<file path="src/rtl/sorter_gate_ctrl_pkg.sv">
// ============================================================================
// Module : sorter_gate_ctrl_pkg
// Brief  : Grade codes, gate FSM states and helpers shared by the bean sorter.
// Rev    : 1.0  initial release
// ============================================================================
`default_nettype none

package sorter_gate_ctrl_pkg;

  // Grade codes shared with the upstream classifier FSMs.
  localparam logic [1:0] GRADE_BAJA    = 2'd0;
  localparam logic [1:0] GRADE_MEDIA   = 2'd1;
  localparam logic [1:0] GRADE_ALTA    = 2'd2;
  localparam logic [1:0] GRADE_RECHAZO = 2'd3;

  typedef enum logic [1:0] {
    ST_IDLE = 2'd0,
    ST_FIRE = 2'd1,
    ST_GAP  = 2'd2
  } gate_state_t;

  // Bit order {rechazo, alta, media, baja} matches the grade code.
  function automatic logic [3:0] grade_onehot(input logic [1:0] g);
    return 4'b0001 << g;
  endfunction

endpackage

`default_nettype wire

</file>
<file path="src/rtl/sorter_fifo.sv">
// ============================================================================
// Module : sorter_fifo
// Brief  : Synchronous FIFO holding {grade, timestamp} for beans in transit.
// Rev    : 1.0  initial release
// ============================================================================
`default_nettype none

module sorter_fifo #(
  parameter int WIDTH = 18,
  parameter int DEPTH = 4
) (
  input  logic             clk,
  input  logic             reset,
  input  logic             push,
  input  logic [WIDTH-1:0] push_data,
  input  logic             pop,
  output logic             full,
  output logic             empty,
  output logic [WIDTH-1:0] head
);

  localparam int c_PTR_W = $clog2(DEPTH);

  logic [WIDTH-1:0] r_mem [DEPTH];
  // Extra MSB on each pointer distinguishes full from empty.
  logic [c_PTR_W:0] r_wr_ptr;
  logic [c_PTR_W:0] r_rd_ptr;
  logic             w_do_push;
  logic             w_do_pop;

  assign empty     = (r_wr_ptr == r_rd_ptr);
  assign full      = (r_wr_ptr[c_PTR_W] != r_rd_ptr[c_PTR_W]) &&
                     (r_wr_ptr[c_PTR_W-1:0] == r_rd_ptr[c_PTR_W-1:0]);
  assign w_do_push = push && !full;
  assign w_do_pop  = pop && !empty;
  assign head      = r_mem[r_rd_ptr[c_PTR_W-1:0]];

  always_ff @(posedge clk or posedge reset) begin
    if (reset) begin
      r_wr_ptr <= '0;
      r_rd_ptr <= '0;
    end else begin
      if (w_do_push) r_wr_ptr <= r_wr_ptr + (c_PTR_W+1)'(1);
      if (w_do_pop)  r_rd_ptr <= r_rd_ptr + (c_PTR_W+1)'(1);
    end
  end

  always_ff @(posedge clk) begin
    if (w_do_push) r_mem[r_wr_ptr[c_PTR_W-1:0]] <= push_data;
  end

endmodule

`default_nettype wire

</file>
<file path="src/rtl/sorter_gate_ctrl.sv">
// ============================================================================
// Module : sorter_gate_ctrl
// Brief  : Buffers bean grades over the conveyor travel time, then pulses the
//          matching diverter gate and keeps saturating per-grade counts.
// Rev    : 1.0  initial release
// ============================================================================
`default_nettype none

module sorter_gate_ctrl
  import sorter_gate_ctrl_pkg::*;
#(
  parameter int DEPTH         = 4,
  parameter int TS_W          = 16,
  parameter int TRAVEL_CYCLES = 20,
  parameter int PULSE_CYCLES  = 4,
  parameter int GAP_CYCLES    = 2,
  parameter int CNT_W         = 16
) (
  input  logic             clk,
  input  logic             reset,
  input  logic             grade_valid,
  input  logic [1:0]       grade,
  output logic             grade_ready,
  output logic             gate_baja,
  output logic             gate_media,
  output logic             gate_alta,
  output logic             gate_rechazo,
  output logic             busy,
  output logic             overflow,
  output logic [CNT_W-1:0] cnt_baja,
  output logic [CNT_W-1:0] cnt_media,
  output logic [CNT_W-1:0] cnt_alta
);

  localparam int c_FIFO_W  = 2 + TS_W;
  localparam int c_TMR_MAX = (PULSE_CYCLES > GAP_CYCLES) ? PULSE_CYCLES : GAP_CYCLES;
  localparam int c_TMR_W   = $clog2(c_TMR_MAX) + 1;

  gate_state_t         r_state;
  gate_state_t         w_state_nxt;
  logic [c_TMR_W-1:0]  r_tmr;
  logic [c_TMR_W-1:0]  w_tmr_nxt;
  logic [3:0]          r_gate;
  logic [3:0]          w_gate_nxt;
  logic [TS_W-1:0]     r_ts;
  logic                r_overflow;
  logic [CNT_W-1:0]    r_cnt_baja;
  logic [CNT_W-1:0]    r_cnt_media;
  logic [CNT_W-1:0]    r_cnt_alta;

  logic                w_full;
  logic                w_empty;
  logic                w_push;
  logic                w_pop;
  logic [c_FIFO_W-1:0] w_head;
  logic [1:0]          w_head_grade;
  logic [TS_W-1:0]     w_head_stamp;
  logic [TS_W-1:0]     w_age;
  logic                w_head_due;

  assign grade_ready  = !w_full;
  assign w_push       = grade_valid && !w_full;
  assign w_head_grade = w_head[c_FIFO_W-1 -: 2];
  assign w_head_stamp = w_head[TS_W-1:0];
  // Modular age keeps the due test correct across timestamp wrap.
  assign w_age        = r_ts - w_head_stamp;
  assign w_head_due   = (w_age >= TS_W'(TRAVEL_CYCLES));

  sorter_fifo #(
    .WIDTH (c_FIFO_W),
    .DEPTH (DEPTH)
  ) u_fifo (
    .clk       (clk),
    .reset     (reset),
    .push      (w_push),
    .push_data ({grade, r_ts}),
    .pop       (w_pop),
    .full      (w_full),
    .empty     (w_empty),
    .head      (w_head)
  );

  always_ff @(posedge clk or posedge reset) begin
    if (reset) begin
      r_state <= ST_IDLE;
      r_tmr   <= '0;
      r_gate  <= '0;
    end else begin
      r_state <= w_state_nxt;
      r_tmr   <= w_tmr_nxt;
      r_gate  <= w_gate_nxt;
    end
  end

  always_comb begin
    w_state_nxt = r_state;
    w_tmr_nxt   = r_tmr + c_TMR_W'(1);
    w_gate_nxt  = r_gate;
    w_pop       = 1'b0;
    case (r_state)
      ST_IDLE: begin
        w_tmr_nxt = '0;
        if (!w_empty && w_head_due) begin
          w_pop       = 1'b1;
          w_gate_nxt  = grade_onehot(w_head_grade);
          w_state_nxt = ST_FIRE;
        end
      end
      ST_FIRE: begin
        if (r_tmr == c_TMR_W'(PULSE_CYCLES - 1)) begin
          w_tmr_nxt   = '0;
          w_gate_nxt  = '0;
          w_state_nxt = ST_GAP;
        end
      end
      ST_GAP: begin
        if (r_tmr == c_TMR_W'(GAP_CYCLES - 1)) begin
          w_tmr_nxt   = '0;
          w_state_nxt = ST_IDLE;
        end
      end
      default: begin
        w_tmr_nxt   = '0;
        w_gate_nxt  = '0;
        w_state_nxt = ST_IDLE;
      end
    endcase
  end

  always_ff @(posedge clk or posedge reset) begin
    if (reset) begin
      r_ts        <= '0;
      r_overflow  <= 1'b0;
      r_cnt_baja  <= '0;
      r_cnt_media <= '0;
      r_cnt_alta  <= '0;
    end else begin
      r_ts <= r_ts + TS_W'(1);
      if (grade_valid && w_full) r_overflow <= 1'b1;
      // Rejected beans are diverted but never counted.
      if (w_pop) begin
        case (w_head_grade)
          GRADE_BAJA:  if (r_cnt_baja  != '1) r_cnt_baja  <= r_cnt_baja  + CNT_W'(1);
          GRADE_MEDIA: if (r_cnt_media != '1) r_cnt_media <= r_cnt_media + CNT_W'(1);
          GRADE_ALTA:  if (r_cnt_alta  != '1) r_cnt_alta  <= r_cnt_alta  + CNT_W'(1);
          default: ;
        endcase
      end
    end
  end

  assign gate_baja    = r_gate[GRADE_BAJA];
  assign gate_media   = r_gate[GRADE_MEDIA];
  assign gate_alta    = r_gate[GRADE_ALTA];
  assign gate_rechazo = r_gate[GRADE_RECHAZO];
  assign busy         = !w_empty || (r_state != ST_IDLE);
  assign overflow     = r_overflow;
  assign cnt_baja     = r_cnt_baja;
  assign cnt_media    = r_cnt_media;
  assign cnt_alta     = r_cnt_alta;

endmodule

`default_nettype wire

</file>
<file path="config.mk">
export PLATFORM = sky130hd
export DESIGN_NAME = sorter_gate_ctrl
export DESIGN_NICKNAME = d
export VERILOG_FILES = /design/src/rtl/sorter_gate_ctrl_pkg.sv /design/src/rtl/sorter_fifo.sv /design/src/rtl/sorter_gate_ctrl.sv
export SDC_FILE = /design/constraint.sdc
export NUM_CORES = 1
export LEC_CHECK = 0
export CELL_PAD_IN_SITES_DETAIL_PLACEMENT = 1
export CELL_PAD_IN_SITES_GLOBAL_PLACEMENT = 1
export CORE_AREA = 5 5 128 130
export CTS_CLUSTER_DIAMETER = 150
export DETAILED_ROUTE_END_ITERATION = 6
export DIE_AREA = 0 0 133 135
export PLACE_DENSITY = 0.8
export SLEW_MARGIN = 20
export SYNTH_ARGS = -nofsm -noshare
export SYNTH_HDL_FRONTEND = slang
export SYNTH_HIERARCHICAL = 1
export SYNTH_SLANG_ARGS = --single-unit
</file>
<file path="constraint.sdc">
create_clock -name clk -period 10.5 [get_ports clk]
set_input_delay 2.1 -clock clk [delete_from_list [all_inputs] [get_ports clk]]
set_output_delay 2.1 -clock clk [all_outputs]
set_load 0.005 [all_outputs]
</file>
== After elaboration in Yosys (flattened, before gate mapping) ==
Memory sizes are Yosys's and may differ from the RTL's.
Index checks and enable logic that the tools add are counted.

* Memories kept: 1
* Bits of input ports: 5
* Flip-flop bits (word level): 80
* RAM bits: 72
* Output and inout bits: 55
* Latch bits: 0
* Memory bits (read-only): 0

{| class="wikitable"
|+ Memory list
! name !! depth !! bits a word !! rd ports !! clocked after Yosys merged registers in !! write ports !! line !! RTL
|-
| u_fifo.r_mem || 4 || 18 || 1 || 0 || 1 || sorter_fifo.sv:24 || <nowiki>logic [WIDTH-1:0] r_mem [DEPTH];</nowiki>
|}

* $mul: 0
* $add $sub $neg: 8
* Multiplexer cells: 14
* Shift-type cells: 1
* Bitwise operators: 1
* Reductions and logical operators: 17
* $lt $le $gt $ge: 1
* Divide/modulo/power cells: 0
* Eq/ne operators: 15

{| class="wikitable"
|+ Operator list
! kind !! number
|-
| adder 16 x 1 -> 16 bit, second input constant || 4
|-
| inequality test 16 bit, second input constant || 3
|-
| greater-or-equal comparator 16 x 5 -> 1 bit, second input constant || 1
|-
| subtractor 16 bit || 1
|-
| AND reduction 3 bit || 5
|-
| one-hot mux 4 bit (3 select lines) || 1
|-
| adder 3 x 1 -> 3 bit, second input constant || 3
|-
| two-way mux 4 bit || 2
|-
| logical AND 1 bit || 6
|-
| two-way mux 2 bit || 3
|-
| two-way mux 3 bit || 2
|-
| inequality test 2 bit, second input constant || 3
|-
| one-hot mux 2 bit (3 select lines) || 1
|-
| one-hot mux 3 bit (2 select lines) || 1
|-
| == test 2 x 1 -> 1 bit, second input constant || 2
|-
| == test 2 bit, second input constant || 2
|-
| zero test 2 bit || 2
|-
| two-way mux 1 bit || 4
|-
| << shifter 1 x 2 -> 4 bit, first input constant || 1
|-
| == test 3 x 1 -> 1 bit, second input constant || 1
|-
| == test 3 x 2 -> 1 bit, second input constant || 1
|-
| == test 3 bit || 1
|-
| == test 2 bit || 1
|-
| zero test 1 bit || 2
|-
| 4 further kinds || 4
|}

== Longest topological paths before layout ==
Gate-level depths: netlist of the first run.

* Depth after elaboration: 7
* Gate-level depth with buffers: 18

== Hierarchy ==
The synthesis of the first run kept the hierarchy.

{| class="wikitable"
|+ Modules (own cells, without submodules)
! module !! seq. area each (um^2) !! area each (um^2) !! times used !! cells each
|-
| sorter_gate_ctrl || 1851.8 || 4479.3 || 1 || 480
|-
| sorter_fifo || 2312.2 || 3091.7 || 1 || 144
|}

== Least setup slack after synthesis of the first run ==
OpenSTA, ideal clock, no wires.

* Kind: reg2reg
* Start: register u_fifo.r_rd_ptr[0]
* End: register u_fifo.r_rd_ptr[1]
* Buffers on the path: 4
* Required time: 10406 ps
* Cell stages (with the launch flop): 18
* Arrival time: 3936 ps
* Setup slack: 6470 ps
* Cell sequence: dfrtp_1 -> buf_2 -> mux4_2 -> inv_1 -> ha_1 -> clkbuf_1 -> a21o_1 -> a31oi_1 -> o221ai_1 -> a222oi_1 -> nand4b_1 -> o41ai_2 -> buf_2 -> buf_2 -> nor2_1 -> nand2b_1 -> o31ai_1 -> a211oi_1

* Cells in the longest elaborated chain, start to end: 7
* Elaborated cells between the ends (all ways): 10

{| class="wikitable"
|+ Ends and longest elaborated chain
! element !! line !! RTL
|-
| start, declared || sorter_fifo.sv:27 || <nowiki>logic [c_PTR_W:0] r_rd_ptr;</nowiki>
|-
| start signal, assigned || sorter_fifo.sv:44 || <nowiki>if (w_do_pop) r_rd_ptr <= r_rd_ptr + (c_PTR_W+1)'(1);</nowiki>
|-
| memory (4 x 18 bit) || n/a ||
|-
| named net w_head[8] || sorter_gate_ctrl.sv:55 || <nowiki>logic [c_FIFO_W-1:0] w_head;</nowiki>
|-
| subtractor 16 bit || sorter_gate_ctrl.sv:66 || <nowiki>assign w_age = r_ts - w_head_stamp;</nowiki>
|-
| greater-or-equal comparator 16 x 5 -> 1 bit || sorter_gate_ctrl.sv:67 || <nowiki>assign w_head_due = (w_age >= TS_W'(TRAVEL_CYCLES));</nowiki>
|-
| logical AND 1 bit || sorter_gate_ctrl.sv:103 || <nowiki>if (!w_empty && w_head_due) begin</nowiki>
|-
| two-way mux 1 bit || sorter_gate_ctrl.sv:103 ||
|-
| two-way mux 1 bit || sorter_gate_ctrl.sv:100 || <nowiki>case (r_state)</nowiki>
|-
| named net w_pop || sorter_gate_ctrl.sv:54 || <nowiki>logic w_pop;</nowiki>
|-
| logical AND 1 bit || sorter_fifo.sv:35 || <nowiki>assign w_do_pop = pop && !empty;</nowiki>
|}

The timed path passes the listed nets, and every way through them passes these cells.
A chain may end at the register's enable or synchronous reset.

== Worst setup path in the final report of the first run ==
Same ends and word-level chain as after synthesis.

==> out/results.tsv, run 1 <==
metric	value	unit
outcome	completed	
Post-Synth Adder-Cell Area	0.0555	
GPL Wtd Cong	0.861	
CTS Buf Count	17	
CP Launch Point	u_fifo/r_rd_ptr[0]	
setup violators final	0	
Fill cells	1500	
Slowest-stage cell, CP	mux4_2	
# diodes	0	
cts repair resizes	0	
GRT Total Usage	0.213	
cells along the critical path	buf_4 -> mux4_2 -> inv_1 -> ha_1 -> a211o_1 -> a21o_1 -> or3_1 -> a222oi_1 -> nand4b_1 -> o41ai_4 -> buf_4 -> nor2_1 -> nand2b_1 -> o31ai_1 -> a211oi_1	
Final Hold Fails	0	
min Tclk post-route	4900	ps
total grt overflow	0	
crit-path most repeated cell	buf_4	
die width	133	um
Synth Area in XOR/XNOR	0.0866	
htree depth	4	
Worst Path Arrival	5210	ps
EDFF count, synth	72	
commonest non-fill, non-tap cell in the layout	dfrtp_1	
Sum Neg Setup Slack	0	ps
syn_area_per_cell	12.1	um2
mux cell area share after synthesis	0.0649	
Power Density	263	mW/mm2
via count	5230	
maximum buffer depth of the clock tree	2	
sw power	0.896	mW
standard-cell rows	45	
Worst Skew	11.1	ps
commonest register cell after synthesis	dfrtp_1	
# IOs	60	
Syn Nets	662	
Gate Count Post-Synth	624	
Starting Density	0.504	
post-synthesis cell type count	62	
pin count of the biggest net entering global routing	75	
delay-heaviest family, CP	compound AO/OA/AOI/OAI gates	
Worst slew margin	0.289	
hold_buf cts	0	
most frequent cells in the layout	80 x dfrtp_1, 72 x edfxtp_1, 59 x clkdlybuf4s50_1	
Synth Area in Compound Gates	0.0676	
die area	0.0180	mm2
I/O Buffers	59	
measured slew at the worst slew-check pin	1070	ps
share of layout cells above drive strength 1	0.0871	
# nets final	725	
Tcrit/Tclk final	0.466	
HPWL after detailed placement	12200	um
Clock transition at path regs	60	ps
CP max FO	57	
initial antenna violation count	0	
Switching Fraction	0.383	
startpoint types	register	
Final Util	0.593	
Synth Area in Simple Gates	0.139	
post-CTS setup repair buffer count	0	
Clk network pwr share	0.242	
mapped cell area	0.00757	mm2
CP endpoint kind	register	
Antenna Nets Post-Route	0	
drt total wl	18400	um
Core ar.	0.0150	mm2
wire length per cell	20.7	um
hold path start	overflow	
Internal	1.44	mW
post-synthesis async set-or-reset flop share	0.526	
die height	135	um
area grow syn2layout	17.7	%
Required @ worst endpoint	10810	ps
Synth Register Bits	152	
worst skew pair latency	420	ps
Syn. warnings	6	
main combinational cell family by area after synthesis	simple AND/OR/NAND/NOR gates	
Worst R2R Setup Slack	5600	ps
type of the worst setup path	register to register	
worst r2r src	u_fifo/r_rd_ptr[0]	
Fmax	0.204	GHz
Seq/Total Area, Yosys	0.550	
WP buf/inv	3	
max-slew violation count	0	
first-pass GRT wire length	30700	um
clock sink count	152	
DRC errors left	0	
worst hold path type	register to register	
P_leak	3.71	nW
1st-pass router iterations	4	
MaxCap Viol Count	0	
sequential share of power	0.352	
Avg Vias per Cell	5.89	
DRT iter0 DRCs	353	
TritonCTS clock tree	done	
Logic pwr share	0.405	
RSZ-0062 raised after global routing	false	
clock root buffer	clkbuf_16	
Max IR drop VDD	0.000173	V
Max stage delay on crit path	560	ps
number of global-route vias before repair	5898	
## power groups by stage
| stage | Clock [mW] | Sequential [mW] | Combinational, mW |
|---|---|---|---|
| floorplan | 0 | 0.814 | 0.665 |
| global placement | 0 | 0.822 | 0.880 |
| detailed placement | 0 | 0.834 | 0.930 |
| CTS | 0.582 | 0.825 | 0.951 |
| global route | 0.606 | 0.836 | 1.04 |
| finish | 0.568 | 0.825 | 0.949 |
## per-stage QoR
| stage | std cells | hold WS [ps] | instance area (um2) | setup slack [ps] | power, mW |
|---|---|---|---|---|---|
| 3_5_place_dp | 855 | 447 | 8350 | 5670 | 1.76 |
| 3_3_place_gp | 855 | 441 | 8350 | 5920 | 1.70 |
| 6_report | 888 | 461 | 8910 | 5600 | 2.34 |
| 4_1_cts | 887 | 462 | 8890 | 5560 | 2.36 |
| 5_1_grt | 888 | 495 | 8910 | 5230 | 2.48 |
| 2_1_floorplan | 624 | 451 | 7570 | 6470 | 1.48 |
## area by class of cell
type | count | area (um2) | share of cell area
Sequential cell | 152 | 4160 | 0.467
Multi-Input combinational cell | 404 | 3140 | 0.353
Timing Repair Buffer | 65 | 656 | 0.0736
Clock buffer | 19 | 433 | 0.0486
Tap cell | 188 | 235 | 0.0264
Inverter | 47 | 176 | 0.0198
Clock inverter | 13 | 106 | 0.0119
## worst register-to-register path, delay by kind of cell, from the launching register on
kind	cells	cell delay (ps)
AOI/OAI and AO/OA	6	1590
buffers and inverters	3	1020
and+or+nand+nor	4	920
muxes	1	580
DFF	1	400
adders and majority gates	1	280
## worst paths after layout
path	endpoint	cells after the start
max in group asynchronous	cnt_alta[9]	4
min reg2reg	overflow	1
min in group asynchronous	u_fifo/r_wr_ptr[1]	2
max reg2reg	u_fifo/r_rd_ptr[1]	15
min	overflow	1
max	u_fifo/r_rd_ptr[1]	15
## synth_stat cells, types with 6 or more instances
master    instances  area (um2)
nor2_1           21        78.8
o21ai_0           8        40.0
dfrtp_1          80        2000
mux4_2           18         405
and2_1            6        37.5
nor4_1           24         150
ha_1             32         400
nor3_1           22         110
inv_1            47         176
nand2b_1          8        50.1
xnor2_1          24         210
nand2_1          41         154
edfxtp_1         72        2160
nand3_1          31         155
xor2_1           44         385
clkbuf_1         13        48.8
a21oi_1          19        95.1
and3_1           14        87.6
nand4_1          12        75.1
a21o_1            7        52.6
## routing by layer
metal  up-vias  routed length (um)  global-route usage
met5         -                   0                   0
met3        23                 645              0.0436
met1      2700                8010               0.263
met2       106                9380               0.378
met4         0                 344              0.0664
li1       2401                   -                   -
## flip-flops by register name, summed over array words and instances, names as in the netlist
signal	cells
u_fifo/r_mem	72
cnt_alta	16
cnt_baja	16
cnt_media	16
r_ts	16
r_gate	4
r_tmr	3
u_fifo/r_rd_ptr	3
u_fifo/r_wr_ptr	3
r_state	2
overflow	1
## cell families after synthesis
logic type                 Yosys count
buffers and inverters               68
muxes                               26
adders and majority gates           33
DFF                                152
and+or+nand+nor                    200
AOI/OAI and AO/OA                   74
xor gates and xnor gates            71
Note: power is estimated with default switching activity, not from simulation.
==> run 2: changes to the inputs <==
--- a/config.mk
+++ b/config.mk
@@ -7,11 +7,11 @@
 export LEC_CHECK = 0
 export CELL_PAD_IN_SITES_DETAIL_PLACEMENT = 1
 export CELL_PAD_IN_SITES_GLOBAL_PLACEMENT = 1
-export CORE_AREA = 5 5 128 130
+export CORE_AREA = 5 5 139 141
 export CTS_CLUSTER_DIAMETER = 150
 export DETAILED_ROUTE_END_ITERATION = 6
-export DIE_AREA = 0 0 133 135
-export PLACE_DENSITY = 0.8
+export DIE_AREA = 0 0 144 146
+export PLACE_DENSITY = 0.71
 export SLEW_MARGIN = 20
 export SYNTH_ARGS = -nofsm -noshare
 export SYNTH_HDL_FRONTEND = slang
==> constraint.sdc (replaced) <==
create_clock -name clk -period 4.29 [get_ports clk]
set_input_delay 0.858 -clock clk [delete_from_list [all_inputs] [get_ports clk]]
set_output_delay 0.858 -clock clk [all_outputs]
set_load 0.005 [all_outputs]
==> run 2 against run 1 <==
Against the previous run:
- flip-flop and latch count did not move
- critical path depth did not move
- first-iteration DRC count fell by 32%
- sequential power rose by 150%
- largest power group unchanged
- maximum frequency rose by 23%
- via count fell by 0.67%
- design area rose by 2.8%
- utilization fell by 7.9 points
- non-clock buffer count rose by 13
- worst hold slack improved by 12 ps
- power rose to 2.6 times the previous value
- clock skew fell by 1.9 ps
==> out/results.tsv, run 2 (synthesized netlist as in run 1, its figures left out) <==
metric	value	unit	change
Logic pwr share	0.402		was 0.405
GPL Wtd Cong	0.865		was 0.861
Required @ worst endpoint	4580	ps	was 10810 ps
DRC errors left	0		unchanged
Avg Vias per Cell	5.51		was 5.89
1st-pass router iterations	4		unchanged
Tcrit/Tclk final	0.928		was 0.466
commonest non-fill, non-tap cell in the layout	dfrtp_1		unchanged
share of layout cells above drive strength 1	0.108		was 0.0871
clock sink count	152		unchanged
HPWL after detailed placement	13000	um	was 12200 um
Starting Density	0.424		was 0.504
Max stage delay on crit path	410	ps	was 560 ps
max-slew violation count	0		unchanged
min Tclk post-route	3980	ps	was 4900 ps
MaxCap Viol Count	0		unchanged
Sum Neg Setup Slack	0	ps	unchanged
worst skew pair latency	430	ps	was 420 ps
area of the multi-input gates	0.00315	mm2	was 0.00314 mm2
Slowest-stage cell, CP	dfrtp_1		was mux4_2
DRT iter0 DRCs	241		was 353
via count	5195		was 5230
worst hold path type	register to register		unchanged
cts repair resizes	0		unchanged
P_leak	3.83	nW	was 3.71 nW
outcome	completed		unchanged
initial antenna violation count	0		unchanged
WP buf/inv	4		was 3
hold_buf cts	0		unchanged
# IOs	60		unchanged
setup violators final	0		unchanged
pin count of the biggest net entering global routing	31		was 75
maximum buffer depth of the clock tree	2		unchanged
drt total wl	18300	um	was 18400 um
Clk network pwr share	0.260		was 0.242
Worst Skew	9.23	ps	was 11.1 ps
die area	0.0210	mm2	was 0.0180 mm2
# nets final	738		was 725
TritonCTS clock tree	done		unchanged
Hold WS	473	ps	was 461 ps
Clock transition at path regs	60	ps	about the same
die height	146	um	was 135 um
total grt overflow	0		unchanged
most frequent cells in the layout	79 x dfrtp_1, 72 x edfxtp_1, 59 x clkdlybuf4s50_1		was 80 x dfrtp_1, 72 x edfxtp_1, 59 x clkdlybuf4s50_1
crit-path most repeated cell	buf_12		was buf_4
Worst slew margin	0.380		was 0.289
Switching Fraction	0.366		was 0.383
die width	144	um	was 133 um
max reg flops	72		unchanged
Antenna Nets Post-Route	0		unchanged
area grow syn2layout	21.0	%	was 17.7%
GRT Total Usage	0.183		was 0.213
type of the worst setup path	register to register		unchanged
CP max FO	28		was 57
# diodes	0		unchanged
cells along the critical path	buf_12 -> mux4_2 -> ha_1 -> inv_1 -> fa_1 -> a21o_1 -> a221oi_2 -> mux2_2 -> a21oi_1 -> nand4b_1 -> o41ai_4 -> buf_12 -> buf_4 -> nor4_1 -> xor2_1		was buf_4 -> mux4_2 -> inv_1 -> ha_1 -> a211o_1 -> a21o_1 -> or3_1 -> a222oi_1 -> nand4b_1 -> o41ai_4 -> buf_4 -> nor2_1 -> nand2b_1 -> o31ai_1 -> a211oi_1
delay-heaviest family, CP	compound AO/OA/AOI/OAI gates		unchanged
I/O Buffers	59		unchanged
htree depth	4		unchanged
standard-cell rows	49		was 45
sw power	2.19	mW	was 0.896 mW
number of global-route vias before repair	5641		was 5898
wire length per cell	19.4	um	was 20.7 um
Final Hold Fails	0		unchanged
Max IR drop VDD	0.000418	V	was 0.000173 V
Fmax	0.251	GHz	was 0.204 GHz
Seq. cell area	0.00417	mm2	was 0.00416 mm2
sequential share of power	0.338		was 0.352
clock root buffer	clkbuf_16		unchanged
RSZ-0062 raised after global routing	false		unchanged
Core ar.	0.0178	mm2	was 0.0150 mm2
Power Density	655	mW/mm2	was 263 mW/mm2
CTS Buf Count	17		unchanged
CP endpoint kind	register		unchanged
measured slew at the worst slew-check pin	928	ps	was 1070 ps
post-CTS setup repair buffer count	0		unchanged
startpoint types	register		unchanged
Worst Path Arrival	4270	ps	was 5210 ps
Internal	3.80	mW	was 1.44 mW
Fill cells	1841		was 1500
first-pass GRT wire length	30100	um	was 30700 um
run 2: path summary, 6_finish.rpt:
path	start	endpoint	slack, ps	cells after the start
worst max-delay path	u_fifo/r_rd_ptr[0]	cnt_alta[11]	310	15
worst min-delay path	overflow	overflow	470	1
worst max register to register	u_fifo/r_rd_ptr[0]	cnt_alta[11]	310	15
worst min register to register	overflow	overflow	470	1
max in group asynchronous	reset	cnt_media[1]	2590	3
min in group asynchronous	reset	u_fifo/r_wr_ptr[1]	740	2
run 2: power by group through the flow:
stage | Sequential, mW | Combinational (mW) | Clock (mW)
3_5_place_dp | 2.05 | 2.38 | 0
6_report | 2.03 | 2.41 | 1.56
5_1_grt | 2.06 | 2.65 | 1.66
2_1_floorplan | 1.99 | 1.63 | 0
3_3_place_gp | 2.03 | 2.29 | 0
4_1_cts | 2.03 | 2.42 | 1.59
run 2: cell type report:
| cell class | count | area share |
|---|---|---|
| timing repair buffer | 78 | 0.0832 |
| tap | 229 | 0.0313 |
| clock inverter | 9 | 0.0120 |
| clock buffer | 23 | 0.0557 |
| inverter | 47 | 0.0193 |
| sequential | 152 | 0.455 |
| multi-input combinational | 404 | 0.344 |
run 2: layer usage:
layer	vias up	GRT usage	wire length, um
li1	2425	-	-
met1	2649	0.231	8040
met2	90	0.312	9210
met3	31	0.0338	621
met4	0	0.0626	403
met5	-	0	0
run 2: stage by stage:
stage                util  instances  total power [mW]  area (um2)  worst slack (ps)
floorplan               -        624              3.62        7570               260
global placement    0.478        910              4.32        8530               187
detailed placement  0.478        910              4.44        8530              36.4
CTS                 0.513        942              6.04        9150             0.936
global route        0.513        942              6.37        9160              22.0
finish              0.513        942              6.00        9160               310
